===== config.mk =====
export PLATFORM = sky130hd
export DESIGN_NAME = cpu_fetch_queue_flat
export DESIGN_NICKNAME = d
export VERILOG_FILES = /design/src/rtl/cpu_fetch_pkg.sv /design/src/rtl/cpu_fetch_queue_if.sv /design/src/rtl/fq_ring.sv /design/src/rtl/cpu_fetch_queue.sv /design/src/flat_wrapper.sv
export SDC_FILE = /design/constraint.sdc
export NUM_CORES = 1
export LEC_CHECK = 0
export ABC_AREA = 1
export BUFFER_PORTS_ARGS = -buffer_cell sky130_fd_sc_hd__buf_2
export CORE_ASPECT_RATIO = 0.75
export CORE_MARGIN = 4
export CORE_UTILIZATION = 40
export CTS_CLUSTER_DIAMETER = 60
export DETAILED_ROUTE_END_ITERATION = 16
export PLACE_DENSITY = 0.62
export SETUP_SLACK_MARGIN = 0.05
export SLEW_MARGIN = 20
export SYNTH_ARGS = -nofsm -noshare
export SYNTH_HDL_FRONTEND = slang
export SYNTH_SLANG_ARGS = --single-unit

===== constraint.sdc =====
create_clock -name sys_clk -period 7.8 [get_ports sys_clk]
set_clock_uncertainty 0.15 [all_clocks]
set_input_delay 1.17 -clock sys_clk [delete_from_list [all_inputs] [get_ports sys_clk]]
set_output_delay 1.17 -clock sys_clk [all_outputs]
set_load 0.02 [all_outputs]

===== src/rtl/cpu_fetch_pkg.sv =====
// Shared constants for the instruction-fetch front end: entry layout, PC step,
// alignment mask and reset PC default.
package cpu_fetch_pkg;

  localparam int unsigned DEF_ADDR_W   = 32;
  localparam int unsigned DEF_INST_W   = 32;
  localparam logic [31:0] DEF_RESET_PC = 32'h0000_0000;
  localparam int unsigned PC_INC       = 4;
  localparam int unsigned ALIGN_MASK   = 3;

  // Queue entry layout: pc in the upper field, instruction in the lower field.
  typedef struct packed {
    logic [DEF_ADDR_W-1:0] pc;
    logic [DEF_INST_W-1:0] inst;
  } fetch_entry_t;

  function automatic int unsigned entry_w(input int unsigned aw, input int unsigned iw);
    return aw + iw;
  endfunction

endpackage


===== src/rtl/cpu_fetch_queue_if.sv =====
// L1I request/response and decode-side handshake bundle for the fetch queue.
// master = fetch queue, slave = L1I/decode environment.
interface cpu_fetch_queue_if #(
  parameter int unsigned ADDR_W = 32,
  parameter int unsigned INST_W = 32
) ();

  logic              core2il1_val;
  logic [ADDR_W-1:0] core2il1_addr;
  logic              il12core_ack;
  logic [INST_W-1:0] il12core_rdata;
  logic              fq2dec_val;
  logic [INST_W-1:0] fq2dec_inst;
  logic [ADDR_W-1:0] fq2dec_pc;
  logic              dec2fq_rdy;

  modport master (
    output core2il1_val, core2il1_addr, fq2dec_val, fq2dec_inst, fq2dec_pc,
    input  il12core_ack, il12core_rdata, dec2fq_rdy
  );

  modport slave (
    input  core2il1_val, core2il1_addr, fq2dec_val, fq2dec_inst, fq2dec_pc,
    output il12core_ack, il12core_rdata, dec2fq_rdy
  );

endinterface


===== src/rtl/fq_ring.sv =====
// Ring-buffer storage with head/tail/level tracking, push, pop and flush.
// DEPTH must be a power of two so the pointers wrap naturally.
module fq_ring #(
  parameter int unsigned WIDTH = 64,
  parameter int unsigned DEPTH = 4
) (
  input  logic                       clk,
  input  logic                       rst_n,
  input  logic                       flush,
  input  logic                       push,
  input  logic [WIDTH-1:0]           push_data,
  input  logic                       pop,
  output logic [WIDTH-1:0]           head_data,
  output logic [$clog2(DEPTH+1)-1:0] level
);

  localparam int unsigned PTR_W = $clog2(DEPTH);
  localparam int unsigned LVL_W = $clog2(DEPTH + 1);

  logic [WIDTH-1:0] mem_q [DEPTH];
  logic [PTR_W-1:0] head_q, tail_q;
  logic [LVL_W-1:0] level_q;

  always_ff @(posedge clk or negedge rst_n) begin
    if (!rst_n) begin
      head_q  <= '0;
      tail_q  <= '0;
      level_q <= '0;
    end else if (flush) begin
      head_q  <= '0;
      tail_q  <= '0;
      level_q <= '0;
    end else begin
      if (push) tail_q <= tail_q + PTR_W'(1);
      if (pop)  head_q <= head_q + PTR_W'(1);
      level_q <= level_q + LVL_W'(push) - LVL_W'(pop);
    end
  end

  // Storage needs no reset: level gates every read.
  always_ff @(posedge clk) begin
    if (push && !flush) mem_q[tail_q] <= push_data;
  end

  assign head_data = mem_q[head_q];
  assign level     = level_q;

endmodule


===== src/rtl/cpu_fetch_queue.sv =====
// Instruction-fetch controller with prefetch queue: sequential issue, redirect/kill, flush.
// Define FQ_BYPASS_EN to forward an ack straight to decode when the queue is empty.
module cpu_fetch_queue
  import cpu_fetch_pkg::*;
#(
  parameter int unsigned       ADDR_W   = DEF_ADDR_W,
  parameter int unsigned       INST_W   = DEF_INST_W,
  parameter int unsigned       QDEPTH   = 4,
  parameter logic [ADDR_W-1:0] RESET_PC = ADDR_W'(DEF_RESET_PC)
) (
  input  logic                        sys_clk,
  input  logic                        sys_rst,
  cpu_fetch_queue_if.master           bus,
  input  logic                        redir_val,
  input  logic [ADDR_W-1:0]           redir_pc,
  output logic [$clog2(QDEPTH+1)-1:0] fq_level
);

  localparam int unsigned LVL_W   = $clog2(QDEPTH + 1);
  localparam int unsigned ENTRY_W = entry_w(ADDR_W, INST_W);

  logic              req_q, req_d;
  logic [ADDR_W-1:0] addr_q, addr_d;
  logic [ADDR_W-1:0] next_pc_q, next_pc_d;
  logic              kill_q, kill_d;

  logic              ack_fire, pending_after, can_issue;
  logic              push, pop, ring_empty;
  logic [ADDR_W-1:0] redir_tgt, pc_base;
  logic [LVL_W-1:0]  level;
  logic [ENTRY_W-1:0] head_entry;
  int                level_next;
`ifdef FQ_BYPASS_EN
  logic              bypass;
`endif

  always_comb begin
    ack_fire   = req_q & bus.il12core_ack;
    redir_tgt  = redir_pc & ~ADDR_W'(ALIGN_MASK);
    ring_empty = (level == '0);
`ifdef FQ_BYPASS_EN
    bypass = ring_empty & ack_fire & ~kill_q & ~redir_val;
    // A bypassed instruction taken by decode this cycle never lands in the ring.
    push   = ack_fire & ~kill_q & ~redir_val & ~(bypass & bus.dec2fq_rdy);
`else
    push   = ack_fire & ~kill_q & ~redir_val;
`endif
    pop        = ~ring_empty & bus.dec2fq_rdy & ~redir_val;
    level_next = redir_val ? 0 : int'(level) + int'(push) - int'(pop);

    pending_after = req_q & ~bus.il12core_ack;
    can_issue     = ~pending_after & (level_next < int'(QDEPTH));
    pc_base       = redir_val ? redir_tgt : next_pc_q;

    req_d     = req_q;
    addr_d    = addr_q;
    next_pc_d = pc_base;
    kill_d    = kill_q;

    if (can_issue) begin
      req_d     = 1'b1;
      addr_d    = pc_base;
      next_pc_d = pc_base + ADDR_W'(PC_INC);
    end else if (!pending_after) begin
      req_d = 1'b0;
    end

    // A redirect cannot cancel a request already on the bus; its data is dropped on ack.
    if (redir_val && pending_after) kill_d = 1'b1;
    else if (ack_fire)              kill_d = 1'b0;
  end

  always_ff @(posedge sys_clk or negedge sys_rst) begin
    if (!sys_rst) begin
      req_q     <= 1'b0;
      addr_q    <= RESET_PC;
      next_pc_q <= RESET_PC;
      kill_q    <= 1'b0;
    end else begin
      req_q     <= req_d;
      addr_q    <= addr_d;
      next_pc_q <= next_pc_d;
      kill_q    <= kill_d;
    end
  end

  fq_ring #(
    .WIDTH (ENTRY_W),
    .DEPTH (QDEPTH)
  ) u_ring (
    .clk       (sys_clk),
    .rst_n     (sys_rst),
    .flush     (redir_val),
    .push      (push),
    .push_data ({addr_q, bus.il12core_rdata}),
    .pop       (pop),
    .head_data (head_entry),
    .level     (level)
  );

  assign bus.core2il1_val  = req_q;
  assign bus.core2il1_addr = addr_q;
  assign fq_level          = level;

`ifdef FQ_BYPASS_EN
  assign bus.fq2dec_val  = ~ring_empty | bypass;
  assign bus.fq2dec_inst = bypass ? bus.il12core_rdata : head_entry[INST_W-1:0];
  assign bus.fq2dec_pc   = bypass ? addr_q : head_entry[ENTRY_W-1:INST_W];
`else
  assign bus.fq2dec_val  = ~ring_empty;
  assign bus.fq2dec_inst = head_entry[INST_W-1:0];
  assign bus.fq2dec_pc   = head_entry[ENTRY_W-1:INST_W];
`endif

endmodule


===== src/flat_wrapper.sv =====
// flat-port wrapper written by rule: the top's interface ports become plain ports
module cpu_fetch_queue_flat import cpu_fetch_pkg::*;
#(
  parameter int unsigned       ADDR_W   = DEF_ADDR_W,
  parameter int unsigned       INST_W   = DEF_INST_W,
  parameter int unsigned       QDEPTH   = 4,
  parameter logic [ADDR_W-1:0] RESET_PC = ADDR_W'(DEF_RESET_PC)
)
  (sys_clk, sys_rst, redir_val, redir_pc, fq_level, bus_core2il1_val, bus_core2il1_addr, bus_fq2dec_val, bus_fq2dec_inst, bus_fq2dec_pc, bus_il12core_ack, bus_il12core_rdata, bus_dec2fq_rdy);
  cpu_fetch_queue_if #(.ADDR_W(ADDR_W), .INST_W(INST_W)) bus_i ();
  input  logic sys_clk;
  input  logic sys_rst;
  input  logic redir_val;
  input  logic [ADDR_W-1:0] redir_pc;
  output logic [$clog2(QDEPTH+1)-1:0] fq_level;
  output wire logic [$bits(bus_i.core2il1_val)-1:0] bus_core2il1_val;
  output wire logic [$bits(bus_i.core2il1_addr)-1:0] bus_core2il1_addr;
  output wire logic [$bits(bus_i.fq2dec_val)-1:0] bus_fq2dec_val;
  output wire logic [$bits(bus_i.fq2dec_inst)-1:0] bus_fq2dec_inst;
  output wire logic [$bits(bus_i.fq2dec_pc)-1:0] bus_fq2dec_pc;
  input wire logic [$bits(bus_i.il12core_ack)-1:0] bus_il12core_ack;
  input wire logic [$bits(bus_i.il12core_rdata)-1:0] bus_il12core_rdata;
  input wire logic [$bits(bus_i.dec2fq_rdy)-1:0] bus_dec2fq_rdy;
  assign bus_core2il1_val = bus_i.core2il1_val;
  assign bus_core2il1_addr = bus_i.core2il1_addr;
  assign bus_fq2dec_val = bus_i.fq2dec_val;
  assign bus_fq2dec_inst = bus_i.fq2dec_inst;
  assign bus_fq2dec_pc = bus_i.fq2dec_pc;
  assign bus_i.il12core_ack = bus_il12core_ack;
  assign bus_i.il12core_rdata = bus_il12core_rdata;
  assign bus_i.dec2fq_rdy = bus_dec2fq_rdy;
  cpu_fetch_queue #(.ADDR_W(ADDR_W), .INST_W(INST_W), .QDEPTH(QDEPTH), .RESET_PC(RESET_PC)) u_core (.sys_clk(sys_clk), .sys_rst(sys_rst), .bus(bus_i), .redir_val(redir_val), .redir_pc(redir_pc), .fq_level(fq_level));
endmodule

==> results.toml, run 1 <==
[die]
die_w_um = 223
core_sq_um = 33900
dieArea_sq_um = 37700
io_pins = 170
start_util_pct = 40.9
die_y_um = 169
row_count = 58

[worst_setup_path]
worst_ep_arrival_time_ns = 4.63
rrSetupSlack_ns = 3.79
path_class = "in -> reg"
cp_slowest_cell = "buf_4"
r2r_end = "u_core.next_pc_q[16]$_DFF_PN0_"
worstPathCellList = "buf_2, nand2_1, nor2_1, inv_1, nor2_1, ha_1, ha_1, nor2_1, nand4_1, inv_1, ha_1, nand3_1, nand2_2, nand2_2, buf_4, inv_2, nand2_1, nand2_1"
required_ns = 8.05
reg2regPathDepth = 17
startpoint = "bus_il12core_ack"
crit_path_end_kind = "flop"
critPathCapture = "u_core.next_pc_q[16]$_DFF_PN0_"
crit_path_max_fanout = 61
rr_startpoint = "u_core.bus.core2il1_val$_DFFE_PN0P_"
worstSetupStartpointType = "primary input"
cpPeakStageDelay_ns = 0.56

[timing]
timing.final.ws_setup_ns = 3.42
rsz0062_at_grt = "no"
holdWs_ns = 0.309
hold_violations = 0
min_period_ns = 4.38
max_slew.worst_pin.slew_ns = 1.02
fin_tns_setup_ns = 0
slew_headroom_pct = 32.2
drv_slew = 0
finalCritPeriodShare_pct = 56.1
max_freq_mhz = 229
setup_viol = 0

[placement]
dpl.hpwl_mm = 20.4
io_buffers = 167
placed_cells = 1828
place.gp.congestion = 0.908
post_dp_cell_area_sq_um = 15100
dp_slack_ns = 2.86

[global_routing]
overflow = 0
grt_use_total_pct = 17.4
grt_antenna_before_repair = 1
grt_pass1_vias = 9159
grt_pass1_wl_mm = 52.1
grt_max_degree = 117

[pwr]
p_sw_mw = 1.86
netSwitchingFraction_pct = 34.6
p_total_mw = 5.39
combinationalPowerShare_pct = 25.9
clkPwrFrac_pct = 29.7
p_leak_nw = 6.45
ir_worst_vdd_v = 0.000155
seq_power_share_pct = 44.4
powerDensity_nw_per_um2 = 333
p_int_mw = 3.52

[finish]
utilization_pct = 47.7
syn_to_final_growth_pct = 16.6
final_area_sq_um = 16200
fin_nets = 1496
drive_gt1_share_pct = 19.9
antenna_cells = 0
stdcell_count = 1891

[yosys]
yosysTopAreaCellShare_pct = 55.4
yosys-top-cells-area = "edfxtp_1 55%, dfrtp_1 13%, nand2_1 8.1%, o21ai_0 5.8%, nor2_1 4.8%"
synth_seq_cells = 329
synth_compound_area_share_pct = 8.93
synthMuxAreaShare_pct = 0
yosys.area_share.adder_pct = 1.14
async_flop_share_pct = 22.2
avgSynthCellArea_sq_um = 11.0
synth_top_family_by_area = "simple AND/OR/NAND/NOR gates"
synth_cell_type_count = 32
yosysTopAreaCell = "edfxtp_1"
synth_nets = 1344
syn_area_sq_um = 13900
seq_area_frac_synth_pct = 68.6
synth-edff-count = 256
synthFlopType = "edfxtp_1"
synth-xor-area-share_pct = 0.821
synth-simple-area-share_pct = 16.5
yosys_warnings = 0
syn_inst = 1263

[job]
cap_violations = 0

[detailed_routing]
drc = 0
drt-pass1-iter-count = 4
viasPerCell = 5.02
routed_wirelength_mm = 33.5
met1_length_mm = 15.9
wl_per_cell_um = 17.7
ant_nets = 0
drt_iter0_drc = 643
top_layer_used = "met5"
wl_met2_mm = 15.2
route.met3.wl_mm = 1.84
num_vias = 9486

[clocking]
cts_buffer_depth = 3
cts_root_buffer = "clkbuf_16"
cts_sinks = 329
clk_pin_slew_ns = 0.06
htree_levels = 2
postCtsSetupRepairBufs = 0
cts_made_buffers = 35
insertion_delay_ns = 0.52
tritoncts = "built"
cts.repair.resized = 0
hold_buffers = 0

[run_status]
status = "finished, final reports clean"

[worst_hold_path]
worstHoldPathType = "reg -> reg"
hold_path_depth = 2
flip-flops by register name, summed over array words and instances, names as in the netlist:
| signal | cells |
|---|---|
| u_core.next_pc_q | 32 |
| u_core.kill_q | 1 |
| u_core.bus.core2il1_addr | 32 |
| u_core.u_ring.tail_q | 2 |
| u_core.u_ring.head_q | 2 |
| u_core.bus.core2il1_val | 1 |
| u_core.u_ring.level | 3 |
| u_core.u_ring.mem_q | 256 |
worst max-delay path, delay by kind of cell:
family | cells | cell delay [ns]
simple gates | 10 | 1.57
buf+inv | 5 | 1.21
fa+ha+maj | 3 | 0.67
metal layers:
metal	global-route usage [%]	vias up
li1	-	4617
met1	25.0	4575
met2	27.4	244
met3	3.51	48
met4	4.23	2
met5	0	-
layout make-up:
type | count | area, sq um
Clock buffer | 44 | 962
Multi-Input combinational cell | 806 | 3820
Inverter | 66 | 253
Fill cell | 3065 | 17700
Timing Repair Buffer | 177 | 917
Clock inverter | 19 | 138
Sequential cell | 329 | 9520
Tap cell | 450 | 563
logic make-up (layout without fill, tap and decap cells):
logic type | count (synthesis) | in the layout
simple gates | 551 | 551
flops | 329 | 329
compound gates | 230 | 230
buf+inv | 128 | 306
xor+xnor | 13 | 13
fa+ha+maj | 12 | 12
synthesized netlist by cell type (2+ instances only):
master and number:
buf_4 6, nor2_1 176, clkinv_1 2, dfrtp_1 73
nor2_2 16, xor2_1 12, a21oi_1 2, nand3_1 16
ha_1 11, nand4_1 8, nand2_1 300, buf_2 7
o21ai_0 162, nand2_4 7, inv_1 60, buf_1 4
o22ai_1 64, clkbuf_1 40, inv_2 3, nand2_2 23
edfxtp_1 256, buf_6 4, nor2_4 2
placed cells by master, fill, tap and decap left out, drive strengths merged:
| cell | count |
|---|---|
| ha | 11 |
| xor2 | 12 |
| nand3 | 16 |
| buf | 177 |
| dfrtp | 73 |
| nand3b | 1 |
| clkbuf | 44 |
| a21oi | 2 |
| nor3 | 1 |
| nand2 | 330 |
| bufinv | 2 |
| inv | 66 |
| nor2 | 194 |
| or2 | 1 |
| edfxtp | 256 |
| a22oi | 1 |
| o21ai | 163 |
| o22ai | 64 |
| fa | 1 |
| xnor2 | 1 |
| clkinv | 17 |
| nand4 | 8 |
worst min-delay path by stage:
| stage | from | to | slack, ns |
|---|---|---|---|
| after detailed placement | u_core.next_pc_q[0]$_DFF_PN0_ | u_core.next_pc_q[0]$_DFF_PN0_ | 0.30 |
| after floorplan | u_core.next_pc_q[0]$_DFF_PN0_ | u_core.next_pc_q[0]$_DFF_PN0_ | 0.28 |
| after global routing | u_core.next_pc_q[0]$_DFF_PN0_ | u_core.next_pc_q[0]$_DFF_PN0_ | 0.35 |
| after global placement | u_core.next_pc_q[0]$_DFF_PN0_ | u_core.next_pc_q[0]$_DFF_PN0_ | 0.29 |
| after CTS | u_core.next_pc_q[0]$_DFF_PN0_ | u_core.next_pc_q[0]$_DFF_PN0_ | 0.31 |
| final | u_core.next_pc_q[0]$_DFF_PN0_ | u_core.next_pc_q[0]$_DFF_PN0_ | 0.31 |
power groups by stage:
stage / Clock [mW] / Combinational (mW) / Sequential, mW
3_5_place_dp: 0 / 1.41 / 2.43
5_1_grt: 1.70 / 1.55 / 2.42
6_report: 1.60 / 1.40 / 2.39
4_1_cts: 1.64 / 1.42 / 2.40
3_3_place_gp: 0 / 1.39 / 2.42
2_1_floorplan: 0 / 0.845 / 2.45
(Power assumes the default switching activity.)
==> run 2: changes to the inputs <==
- clock period: 7.8 -> 4.3 ns (I/O delays scaled with it)
==> run 2 against run 1 <==
Compared with the run above:
- global-route usage is essentially flat
- worst setup slack got worse by 2.4 ns
- count of clock-buffer cells in the layout rose by 1
- sequential cell count unchanged
- clock power is 88% higher
- sequential power rose by 82%
- cell count is 0.32% higher
- register-to-register slack worse by 2.8 ns
- non-clock buffer count is 6 higher
- critical path depth fell by 2
- total power up 84%
- sequential share of layout area down 0.59 points
- largest cell class unchanged
==> results.toml, run 2 (synthesis results as in run 1) <==
[worst_setup_path]
reg2regPathDepth = 16
required_ns = 4.54
rr_startpoint = "u_core.bus.core2il1_val$_DFFE_PN0P_"
path_class = "reg -> reg"
critPathCapture = "u_core.next_pc_q[24]$_DFF_PN0_"
crit_path_max_fanout = 34
rrSetupSlack_ns = 0.99
worst_ep_arrival_time_ns = 3.55
r2r_end = "u_core.next_pc_q[24]$_DFF_PN0_"
worstSetupStartpointType = "flop"
crit_path_end_kind = "flop"
startpoint = "u_core.bus.core2il1_val$_DFFE_PN0P_"

[die]
row_count = 58
start_util_pct = 40.9
io_pins = 170
core_sq_um = 33900
die_w_um = 223
die_y_um = 169
dieArea_sq_um = 37700

[clocking]
cts_root_buffer = "clkbuf_16"
clk_pin_slew_ns = 0.06
htree_levels = 2
cts_buffer_depth = 3
cts_sinks = 329
cts.repair.resized = 0
postCtsSetupRepairBufs = 0
tritoncts = "built"
hold_buffers = 0
insertion_delay_ns = 0.51
cts_made_buffers = 36

[run_status]
status = "finished, final reports clean"

[detailed_routing]
top_layer_used = "met4"
ant_nets = 0
drt_iter0_drc = 670
viasPerCell = 4.98
route.met3.wl_mm = 1.57
num_vias = 9444
routed_wirelength_mm = 33.5
drc = 0
wl_per_cell_um = 17.7
met1_length_mm = 16.1
wl_met2_mm = 15.5
drt-pass1-iter-count = 5

[finish]
drive_gt1_share_pct = 20.2
final_cell_mix = "300 x nand2_1, 256 x edfxtp_1, 172 x nor2_1"
regMostFlops = "u_core.u_ring.mem_q"
utilization_pct = 48.2
largest_reg_flops = 256
antenna_cells = 0
fin_nets = 1503
syn_to_final_growth_pct = 17.8
final_common_cell = "nand2_1"

[worst_hold_path]
worstHoldPathType = "in -> async"

[pwr]
ir_worst_vdd_v = 0.000300
powerDensity_nw_per_um2 = 607
p_leak_nw = 6.51

[timing]
finalCritPeriodShare_pct = 77.0
max_slew.worst_pin.slew_ns = 0.965
timing.final.ws_setup_ns = 0.987
max_freq_mhz = 302
setup_viol = 0
hold_violations = 0
slew_headroom_pct = 35.7
rsz0062_at_grt = "no"
drv_slew = 0
min_period_ns = 3.31

[global_routing]
grt_max_degree = 74
grt_use_total_pct = 17.3
grt_pass1_wl_mm = 52.0
grt_antenna_before_repair = 0
grt_pass1_vias = 9092
overflow = 0

[placement]
dpl.hpwl_mm = 21.1
io_buffers = 167
place.gp.congestion = 0.857
dp_slack_ns = 0.612

[job]
cap_violations = 0
[run 2: layer usage]
metal	GRT usage, %	up-vias
met4	3.00	0
li1	-	4647
met3	3.06	35
met2	28.1	233
met1	25.1	4529
met5	0	-
[run 2: cell type report]
cell class                 count  area, sq um
fill                        3152        17600
sequential                   329         9520
multi-input combinational    806         3820
timing repair buffer         183         1030
clock buffer                  45          935
tap                          450          563
inverter                      66          253
clock inverter                18          211
[run 2: where the power goes]
part	switching [mW]	internal (mW)	total, mW
Clock	1.22	1.79	3.01
Combinational	1.82	0.737	2.56
Sequential	0.372	3.98	4.35
[run 2: stage by stage]
step / instances / TNS, ns / hold WS (ns) / power (mW) / instance area, sq um
floorplan: 1263 / -121.39 / 0.199 / 5.98 / 13900
global placement: 1834 / 0 / 0.292 / 6.95 / 15200
detailed placement: 1834 / 0 / 0.302 / 7.01 / 15200
CTS: 1897 / 0 / 0.165 / 10.0 / 16300
global route: 1897 / 0 / 0.159 / 10.5 / 16300
finish: 1897 / 0 / 0.132 / 9.91 / 16300
[run 2: how the worst min path moves through the flow]
stage,end,slack [ns],startpoint,cells past startpoint
2_1_floorplan,u_core.bus.core2il1_addr[0]$_DFFE_PN0P_,0.20,sys_rst,0
3_3_place_gp,u_core.next_pc_q[0]$_DFF_PN0_,0.29,u_core.next_pc_q[0]$_DFF_PN0_,2
3_5_place_dp,u_core.next_pc_q[1]$_DFF_PN0_,0.30,u_core.next_pc_q[1]$_DFF_PN0_,2
4_1_cts,u_core.u_ring.mem_q[0][31]$_DFFE_PP_,0.16,bus_il12core_rdata[31],1
5_1_grt,u_core.u_ring.mem_q[3][30]$_DFFE_PP_,0.16,bus_il12core_rdata[30],1
6_report,u_core.next_pc_q[8]$_DFF_PN0_,0.13,sys_rst,1
[run 2: worst max-delay path, cell delays in order, from the launching register on]
cell and delay [ns]:
dfrtp_1 0.37, nand2_1 0.08, nor2_1 0.14, inv_1 0.06, nor2_1 0.22, ha_1 0.22
ha_1 0.23, nor2_1 0.14, nand4_1 0.13, inv_1 0.08, ha_1 0.21, nand3_1 0.10
nand2_2 0.11, nand2_2 0.33, inv_2 0.35, nand2_1 0.17, nand2_1 0.07
==> run 3: changes to the inputs <==
- clock period: 4.3 -> 3.1 ns (I/O delays scaled with it)
==> run 3 against run 2 <==
Compared with the run above:
- non-clock buffer count increased by 45
- worst setup slack lost 0.71 ns
- cell count is 2.5% higher
- critical path depth down 12
- count of clock-buffer cells in the layout is 1 higher
- sequential cell count is the same
- register-to-register slack lost 0.65 ns
- critical endpoint is now bus_fq2dec_pc[14]
- cell area rose by 3.9%
- core utilization up 1.9 points
- critical path type is now reg -> out
- clock power is 49% higher
==> results.toml, run 3 (synthesis results as in run 1) <==
[clocking]
insertion_delay_ns = 0.52
clk_pin_slew_ns = 0.06
postCtsSetupRepairBufs = 0
cts_root_buffer = "clkbuf_16"
cts_buffer_depth = 3
tritoncts = "built"
cts_sinks = 329
htree_levels = 2
cts_made_buffers = 36

[placement]
dp_slack_ns = 0.00445
place.gp.congestion = 0.847
placed_cells = 1849
io_buffers = 167
post_dp_cell_area_sq_um = 15400
dpl.hpwl_mm = 22.1

[timing]
setup_viol = 0
timing.final.ws_setup_ns = 0.278
min_period_ns = 2.82
fin_tns_setup_ns = 0
holdWs_ns = 0.0188
finalCritPeriodShare_pct = 91.0
rsz0062_at_grt = "yes"
drv_slew = 0
slew_headroom_pct = 45.7
hold_violations = 0
max_freq_mhz = 354
max_slew.worst_pin.slew_ns = 0.814

[finish]
fillers = 3052
regMostFlops = "u_core.u_ring.mem_q"
syn_to_final_growth_pct = 22.4
final_area_sq_um = 17000
fin_nets = 1548
largest_reg_flops = 256
final_cell_mix = "300 x nand2_1, 256 x edfxtp_1, 172 x nor2_1"
final_common_cell = "nand2_1"
utilization_pct = 50.1
antenna_cells = 0
drive_gt1_share_pct = 21.2
stdcell_count = 1945

[worst_setup_path]
reg2regPathDepth = 16
crit_path_max_fanout = 129
critPathCapture = "bus_fq2dec_pc[14]"
required_ns = 2.48
worstSetupStartpointType = "flop"
rr_startpoint = "u_core.bus.core2il1_val$_DFFE_PN0P_"
crit_path_end_kind = "output port"
startpoint = "u_core.u_ring.head_q[0]$_DFFE_PN0P_"
worst_ep_arrival_time_ns = 2.21
rrSetupSlack_ns = 0.34
path_class = "reg -> out"
r2r_end = "u_core.bus.core2il1_addr[7]$_DFFE_PN0P_"

[detailed_routing]
drc = 0
drt-pass1-iter-count = 5
num_vias = 9833
routed_wirelength_mm = 34.8
wl_per_cell_um = 17.9
viasPerCell = 5.06
drt_iter0_drc = 779
ant_nets = 0

[die]
die_y_um = 169
dieArea_sq_um = 37700
core_sq_um = 33900
start_util_pct = 40.9
row_count = 58
io_pins = 170
die_w_um = 223

[pwr]
powerDensity_nw_per_um2 = 838
ir_worst_vdd_v = 0.000430
p_total_mw = 14.2
p_leak_nw = 6.81

[job]
cap_violations = 0

[global_routing]
grt_use_total_pct = 18.2
overflow = 0
grt_pass1_wl_mm = 54.8
grt_pass1_vias = 9623
grt_antenna_before_repair = 1
grt_max_degree = 130

[run_status]
status = "finished, final reports clean"

[worst_hold_path]
worstHoldPathType = "in -> reg"
==> run 3: cell types whose count changed in the layout (fill, tap and decap cells not counted), sizes merged <==
cell / change
inv: +1
clkbuf: +1
bufinv: +1
dlygate4sd3: +30
buf: +15
==> run 3: how the worst min path moves through the flow <==
stage,start,endpoint,depth (start not counted)
after floorplan,sys_rst,u_core.bus.core2il1_addr[0]$_DFFE_PN0P_,0
after global placement,u_core.next_pc_q[0]$_DFF_PN0_,u_core.next_pc_q[0]$_DFF_PN0_,2
after CTS,bus_il12core_rdata[21],u_core.u_ring.mem_q[1][21]$_DFFE_PP_,1
after detailed placement,u_core.next_pc_q[0]$_DFF_PN0_,u_core.next_pc_q[0]$_DFF_PN0_,2
after global routing,bus_il12core_rdata[21],u_core.u_ring.mem_q[1][21]$_DFFE_PP_,1
final,bus_il12core_rdata[24],u_core.u_ring.mem_q[2][24]$_DFFE_PP_,1
==> run 3: critical path, stage by stage (launching register included) <==
cell and delay (ns):
dfrtp_4 0.44, buf_12 0.34, o21ai_0 0.25, o22ai_1 0.25, buf_2 0.20
==> run 3: repair_timing <==
action	CTS	global route
endpoints found under the hold margin	173	0
hold buffers	30	0
resized for setup	0	3
setup endpoints to repair	0	42
==> run 3: layer usage <==
layer / track usage [%] / up-vias / wire length, um
met5: 0 / - / 9
met2: 28.4 / 282 / 15600
li1: - / 4729 / -
met3: 3.91 / 49 / 2330
met4: 4.77 / 2 / 690
met1: 26.3 / 4771 / 16200
==> run 3: final cells by class <==
class / count / area, sq um / area share, %
flip-flops and latches: 329 / 9520 / 56.1
multi-input cells: 806 / 3820 / 22.5
repair buffers: 228 / 1560 / 9.21
clock buffers: 46 / 1000 / 5.91
well taps: 450 / 563 / 3.32
inverters: 66 / 255 / 1.50
clock inverters: 20 / 245 / 1.45
==> run 3: power breakdown <==
group / switching [mW] / internal [mW]
logic: 2.61 / 1.12
registers: 0.486 / 5.51
clock network: 1.75 / 2.73
total: 4.85 / 9.36
